==> src/rtl/beea_modinv_pkg.sv <==
// Shared ALU definitions for the binary extended Euclidean modular-inverse engine.
package beea_modinv_pkg;

  localparam int DEFAULT_W = 32;

  typedef enum logic [2:0] {
    IDLE    = 3'd0,
    CHECK   = 3'd1,
    HALVE_U = 3'd2,
    HALVE_V = 3'd3,
    SUB     = 3'd4,
    FINISH  = 3'd5
  } state_t;

endpackage

==> src/rtl/beea_halve.sv <==
// Halving step: x shifted right, y halved modulo odd p (adds p first when y is odd).
module beea_halve
  import beea_modinv_pkg::*;
#(
  parameter int W = DEFAULT_W
) (
  input  logic [W-1:0] x,
  input  logic [W-1:0] y,
  input  logic [W-1:0] p,
  output logic [W-1:0] x_half,
  output logic [W-1:0] y_half
);

  logic [W:0] sum;

  // Extra bit keeps the carry of y+p so the halved value stays exact.
  assign sum    = {1'b0, y} + {1'b0, p};
  assign x_half = x >> 1;
  assign y_half = y[0] ? W'(sum >> 1) : (y >> 1);

endmodule

==> src/rtl/beea_modinv.sv <==
// Modular inverse k^-1 mod p via binary extended Euclid; start/done handshake, err on bad operands.
module beea_modinv
  import beea_modinv_pkg::*;
#(
  parameter int W = DEFAULT_W
) (
  input  logic         clk,
  input  logic         rst,
  input  logic         start,
  input  logic [W-1:0] k,
  input  logic [W-1:0] p,
  output logic         busy,
  output logic         done,
  output logic [W-1:0] result,
  output logic         err
);

  state_t       state_reg;
  logic [W-1:0] u_reg;
  logic [W-1:0] v_reg;
  logic [W-1:0] a_reg;
  logic [W-1:0] c_reg;
  logic [W-1:0] p_reg;
  logic         force_err_reg;
  logic         done_reg;
  logic [W-1:0] result_reg;
  logic         err_reg;

  logic [W-1:0] u_half;
  logic [W-1:0] a_half;
  logic [W-1:0] v_half;
  logic [W-1:0] c_half;

  logic         invalid;
  logic         u_ge_v;
  logic [W-1:0] u_diff;
  logic [W-1:0] v_diff;
  logic [W-1:0] a_sub;
  logic [W-1:0] c_sub;

  beea_halve #(.W(W)) halve_ua (
    .x      (u_reg),
    .y      (a_reg),
    .p      (p_reg),
    .x_half (u_half),
    .y_half (a_half)
  );

  beea_halve #(.W(W)) halve_vc (
    .x      (v_reg),
    .y      (c_reg),
    .p      (p_reg),
    .x_half (v_half),
    .y_half (c_half)
  );

  // u still holds k while in CHECK.
  assign invalid = !p_reg[0] || (p_reg < W'(3)) || (u_reg == '0) || (u_reg >= p_reg);

  // a and c live in [0,p_r), so one conditional add of p_r restores the range.
  assign u_ge_v = u_reg >= v_reg;
  assign u_diff = u_reg - v_reg;
  assign v_diff = v_reg - u_reg;
  assign a_sub  = (a_reg >= c_reg) ? (a_reg - c_reg) : (a_reg - c_reg + p_reg);
  assign c_sub  = (c_reg >= a_reg) ? (c_reg - a_reg) : (c_reg - a_reg + p_reg);

  always_ff @(posedge clk or posedge rst) begin
    if (rst) begin
      state_reg     <= IDLE;
      u_reg         <= '0;
      v_reg         <= '0;
      a_reg         <= '0;
      c_reg         <= '0;
      p_reg         <= '0;
      force_err_reg <= 1'b0;
      done_reg      <= 1'b0;
      result_reg    <= '0;
      err_reg       <= 1'b0;
    end else begin
      done_reg <= 1'b0;
      case (state_reg)
        IDLE: begin
          if (start) begin
            u_reg         <= k;
            v_reg         <= p;
            a_reg         <= W'(1);
            c_reg         <= '0;
            p_reg         <= p;
            force_err_reg <= 1'b0;
            state_reg     <= CHECK;
          end
        end
        CHECK: begin
          if (invalid) begin
            force_err_reg <= 1'b1;
            state_reg     <= FINISH;
          end else begin
            state_reg <= HALVE_U;
          end
        end
        HALVE_U: begin
          if (!u_reg[0]) begin
            u_reg <= u_half;
            a_reg <= a_half;
          end else begin
            state_reg <= HALVE_V;
          end
        end
        HALVE_V: begin
          if (!v_reg[0]) begin
            v_reg <= v_half;
            c_reg <= c_half;
          end else begin
            state_reg <= SUB;
          end
        end
        SUB: begin
          if (u_ge_v) begin
            u_reg     <= u_diff;
            a_reg     <= a_sub;
            state_reg <= (u_diff == '0) ? FINISH : HALVE_U;
          end else begin
            v_reg     <= v_diff;
            c_reg     <= c_sub;
            state_reg <= HALVE_U;
          end
        end
        FINISH: begin
          done_reg <= 1'b1;
          if ((v_reg == W'(1)) && !force_err_reg) begin
            result_reg <= c_reg;
            err_reg    <= 1'b0;
          end else begin
            result_reg <= '0;
            err_reg    <= 1'b1;
          end
          state_reg <= IDLE;
        end
        default: state_reg <= IDLE;
      endcase
    end
  end

  assign busy   = state_reg != IDLE;
  assign done   = done_reg;
  assign result = result_reg;
  assign err    = err_reg;

endmodule

==> config.mk <==
export PLATFORM = sky130hd
export DESIGN_NAME = beea_modinv
export DESIGN_NICKNAME = d
export VERILOG_FILES = /design/src/rtl/beea_modinv_pkg.sv /design/src/rtl/beea_halve.sv /design/src/rtl/beea_modinv.sv
export SDC_FILE = /design/constraint.sdc
export NUM_CORES = 1
export LEC_CHECK = 0
export CAP_MARGIN = 30
export CORE_MARGIN = 4
export CORE_UTILIZATION = 35
export DETAILED_ROUTE_END_ITERATION = 7
export HOLD_SLACK_MARGIN = 0.08
export PLACE_DENSITY_LB_ADDON = 0.1
export SYNTH_ARGS = -nofsm -noshare
export SYNTH_HDL_FRONTEND = slang
export SYNTH_SLANG_ARGS = --single-unit
==> constraint.sdc <==
create_clock -name clk -period 12.4 [get_ports clk]
set_clock_uncertainty 0.05 [all_clocks]
set_input_delay 2.48 -clock clk [delete_from_list [all_inputs] [get_ports clk]]
set_output_delay 2.48 -clock clk [all_outputs]
set_load 0.02 [all_outputs]
# Word level (Yosys, flattened, before mapping)
# Cells that the tools add are included.
[classes]
n_eq_ne = 14
add_sub_neg = 8
n_mux = 33
magnitude_cmp = 5
n_reduce_logical = 20
[op_table]
columns = ["operator", "n"]
rows = [
  ["$mux 32", 17],
  ["$pmux 32 s3", 4],
  ["$ge 32x32->1", 4],
  ["$sub 32x32->32", 4],
  ["$add 32x32->33", 2],
  ["$add 32x32->32", 2],
  ["$logic_not 32->1", 2],
  ["$eq 32x1->1 const B", 1],
  ["$lt 32x2->1 const B", 1],
  ["$mux 3", 6],
  ["$ne 2x2->1 const B", 8],
  ["$pmux 3 s5", 1],
  ["$reduce_and 3->1", 4],
  ["$reduce_bool 3->1", 3],
  ["$reduce_and 4->1", 2],
  ["$eq 3x2->1 const B", 2],
  ["$eq 3x3->1 const B", 2],
  ["$mux 1", 4],
  ["$eq 3x1->1 const B", 1],
  ["$logic_not 3->1", 1],
  ["$logic_or 1x1->1", 3],
  ["$logic_not 1->1", 2],
  ["$pmux 1 s2", 1],
  ["$reduce_and 2->1", 1],
  ["other kinds (2)", 2],
]
[word_totals]
word_cells = 92
register_bits = 198
out_inout_bits = 35

# Depth between registers and ports, before layout
[logic_depth]
depth_word = 6
mapped_depth = 24

# Cells and area by module
# A second synthesis with hierarchy kept.
[hier_totals]
hier_cells = 3180
hier_area_um2 = 25034.0
[by_module_without_submodules]
columns = ["mod", "instances", "cells_each", "area_each_um2"]
rows = [
  ["beea_modinv", 1, 2562, 20330.7],
  ["beea_halve at halve_ua", 1, 312, 2361.0],
  ["beea_halve at halve_vc", 1, 306, 2342.2],
]

# Least setup slack after synthesis
# Ideal clock, no wire load.
[synth_timing]
path_kind = "register to register"
startpoint = "register c_reg[0]"
endpoint = "register c_reg[25]"
stages_incl_launch_ff = 24
n_path_buf = 2
arrival_ns = 5.028
period_less_slack_ns = 5.202
setup_slack_ns = 7.198
path_cell_list = "dfrtp_1 > clkbuf_1 > inv_1 > clkbuf_1 > ha_1 > inv_1 > fa_1 > a211oi_1 > o211ai_1 > a31o_2 > a21oi_1 > o21ai_0 > xnor2_1 > ha_1 > and3_1 > and2_1 > a221oi_1 > o211ai_1 > a21boi_1 > o21ai_0 > xor2_1 > a221o_1 > a211oi_1 > nor2_1"
[synth_between]
elab_chain_cells = 5
word_cells_on_any_way = 9
[synth_lines]
columns = ["element", "line", "text"]
rows = [
  ["start: declaration", "beea_modinv.sv:22", "logic [W-1:0] c_reg;"],
  ["start signal: assignment", "beea_modinv.sv:112", "c_reg <= c_half;"],
  ["start signal: assignment", "beea_modinv.sv:124", "c_reg <= c_sub;"],
  ["$sub 32x32->32", "beea_modinv.sv:65", "assign c_sub = (c_reg >= a_reg) ? (c_reg - a_reg) : (c_reg - a_reg + p_reg);"],
  ["$add 32x32->32", "beea_modinv.sv:65", ""],
  ["$mux 32", "beea_modinv.sv:65", ""],
  ["$mux 32", "beea_modinv.sv:118", "if (u_ge_v) begin"],
  ["$pmux 32 s3 *", "beea_modinv.sv:81", "case (state_reg)"],
]
# Mark *: on every way between the ends. The rest lies on a longest branch, timed or not. The select of a mux whose other input is x is not followed.
# A chain may end at the register's enable or synchronous reset.

# Worst setup path after layout
[layout_timing]
startpoint = "register c_reg[0]"
endpoint = "register c_reg[31]"
# Same word-level chain as after synthesis.

==> flow_metrics.tcl <==
set metrics [dict create \
    status "completed" \
    core_um2 68500 \
    hold_buffers 0 \
    drv_cap 0 \
    vias 23900 \
    top_layer_used "met4" \
    synth_top_area_share_pct 20.5 \
    vias_per_cell 5.98 \
    synth-edff-count 0 \
    cts_root_buf "clkbuf_16" \
    hold_end "err$_DFFE_PP0P_" \
    avgSynthCellArea_um2 7.76 \
    worst_slack_ns 6.47 \
    yosys.area.top_type "dfrtp_1" \
    critical_path_arrival_ns 6.27 \
    wl_per_cell_um 24.2 \
    reg2reg_depth 21 \
    drt_pre_antenna_iters 7 \
    grt_pass1_vias 23200 \
    pre_cts_ws_ns 6.52 \
    routed_wl_um 96900 \
    tns_ns 0 \
    tightest_slew_ns 1.06 \
    hpwl_um 75600 \
    slew_violations 0 \
    clock-sinks 198 \
    finalHoldViolCount 0 \
    nNetsFinal 3469 \
    rrSetupSlack_ns 6.47 \
    finalSetupViolCount 0 \
    synth_warnings 0 \
    drive_gt1_share_pct 3.85 \
    diodes 0 \
    fmax_mhz 169 \
    gp_congestion 0.942 \
    worst_setup_path_start_kind "flop" \
    clk_latency_ns 0.53 \
    hold_start "err$_DFFE_PP0P_" \
    rows 96 \
    final_antenna_net_count 0 \
    synth_area_um2 24100 \
    wl_met2_um 45600 \
    whs_ns 0.448 \
    async_flop_share_pct 100 \
    cts_resized 0 \
    fin_crit_ns 5.93 \
    antenna_found_initial 1 \
    path_class "reg -> reg" \
    rsz0062_at_grt "no" \
    cts_buffers 17 \
    die_w_um 271 \
    tritoncts "yes" \
    slew-limit-headroom_pct 28.6 \
    synthTopCellsByArea "dfrtp_1, ha_1, a21oi_1, o21ai_0, xnor2_1" \
    hold_path.class "reg -> reg" \
    ys_ff_latch 198 \
    h-tree-depth 4 \
    io_buffers 101 \
    synth_cell_types 98 \
    grt_max_degree 84 \
    final_area_um2 26600 \
    ys_seq_area_share_pct 20.5 \
    syn_inst 3110 \
    path_clk_slew_ns 0.08 \
    pin_count 102 \
    dieArea_um2 73200 \
    r2r_start "c_reg[0]$_DFFE_PP0P_" \
    met3RoutedLength_um 4580 \
    globalRouteOverflowTotal 0 \
    hold_depth 2 \
    cp_max_fo 11 \
    critical_path_required_ns 12.74 \
    drc 0 \
    critPathCaptureType "flop" \
    post_cts_buffers 0 \
    die_h_um 271 \
    place_area_um2 25900 \
    grt_use_total_pct 25.5 \
    ys.flop_type "dfrtp_1" \
    syn_to_final_growth_pct 9.99 \
    start_util_pct 35.3 \
    synth_nets 3474 \
    drt_iter0_drc 2351 \
    grt_pass1_wl_um 144000 \
    cts.path.max_buffers 2 \
    finalCritPeriodShare_pct 47.8 \
    rr_endpoint "c_reg[31]$_DFFE_PP0P_" \
    drt-met1-wl_um 44200 \
]
## routing by layer
metal / up-vias / global-route usage, %
met5: - / 0
met4: 0 / 7.32
met3: 118 / 2.61
met2: 761 / 43.3
met1: 11600 / 34.6
li1: 11500 / -
## area by class of cell
| cell class | count | area [µm²] |
|---|---|---|
| fillers | 7057 | 41900 |
| multi-input cells | 2517 | 17700 |
| flip-flops and latches | 198 | 4960 |
| repair buffers | 130 | 1260 |
| well taps | 882 | 1100 |
| inverters | 241 | 912 |
| clock buffers | 19 | 453 |
| clock inverters | 13 | 170 |
## cells by family (layout without fill, tap and decap cells)
family                     count (synthesis)  after routing  share of synthesized area, %
AOI/OAI and AO/OA                       1183           1183                          32.2
xor gates and xnor gates                 189            189                          6.86
adders and majority gates                297            297                          15.6
buffers and inverters                    395            403                          6.46
DFF                                      198            198                          20.5
muxes                                     68             68                          2.85
and+or+nand+nor                          780            780                          15.5
## worst max-delay path, stage by stage, from the launching register on
cell	delay (ns)
dfrtp_2	0.40
inv_1	0.41
ha_1	0.27
inv_1	0.06
fa_1	0.42
a211oi_1	0.36
o211ai_1	0.22
a31o_2	0.30
a21oi_1	0.26
o21ai_0	0.26
xnor2_1	0.27
ha_1	0.32
and3_1	0.23
and2_1	0.17
a221oi_1	0.35
o211ai_1	0.27
a211oi_1	0.49
nor4_1	0.12
nor3_1	0.20
nor2_1	0.08
xnor2_1	0.18
o211ai_1	0.10
## placed cells by master, fill, tap and decap left out, types with 18 or more instances in the layout
master / Yosys / routed
or3_1: 19 / 19
a21boi_0: 21 / 21
nand2_1: 239 / 237
inv_1: 240 / 239
o22ai_1: 25 / 25
a22oi_1: 37 / 37
o21ai_0: 235 / 235
a22o_1: 33 / 33
a222oi_1: 22 / 22
a21o_1: 106 / 106
a221oi_1: 24 / 24
nor2b_1: 26 / 26
and2_1: 30 / 28
ha_1: 289 / 289
a21oi_1: 344 / 344
clkdlybuf4s50_1: 0 / 101
nand4_1: 45 / 45
a211oi_1: 31 / 31
nand2b_1: 23 / 23
nand3_1: 40 / 40
mux2i_1: 62 / 62
nor2_1: 213 / 210
o21bai_1: 38 / 38
nor3_1: 44 / 44
o31ai_1: 18 / 18
o211ai_1: 29 / 29
o21a_1: 32 / 32
dfrtp_1: 198 / 197
buf_4: 6 / 26
xor2_1: 65 / 65
xnor2_1: 124 / 124
nor4_1: 32 / 31
a31oi_1: 41 / 39
## cells in the mapped netlist, drive strengths merged, types with 54 or more instances
| master | instances |
|---|---|
| ha | 289 |
| a21o | 107 |
| mux2i | 62 |
| nor2 | 214 |
| inv | 240 |
| xor2 | 65 |
| nand2 | 239 |
| dfrtp | 198 |
| buf | 54 |
| xnor2 | 124 |
| o21ai | 239 |
| a21oi | 345 |
| clkbuf | 100 |
## stage by stage
step                utilization (%)  instances
floorplan                         -       3110
global route                   38.8       4000
CTS                            38.8       4000
global placement               37.8       3965
finish                         38.8       4000
detailed placement             37.9       3968
## how the worst max path moves through the flow
stage | startpoint | end | cells after the start
global placement | c_reg[0]$_DFFE_PP0P_ | c_reg[25]$_DFFE_PP0P_ | 21
floorplan | rst | a_reg[0]$_DFFE_PP0P_ | 1
detailed placement | c_reg[0]$_DFFE_PP0P_ | c_reg[31]$_DFFE_PP0P_ | 21
CTS | c_reg[0]$_DFFE_PP0P_ | c_reg[31]$_DFFE_PP0P_ | 21
global route | c_reg[0]$_DFFE_PP0P_ | c_reg[25]$_DFFE_PP0P_ | 21
finish | c_reg[0]$_DFFE_PP0P_ | c_reg[31]$_DFFE_PP0P_ | 21
Power is left out: the tool's default activity adds up to more than one toggle a clock period on the data nets, which glitch-free logic cannot reach.
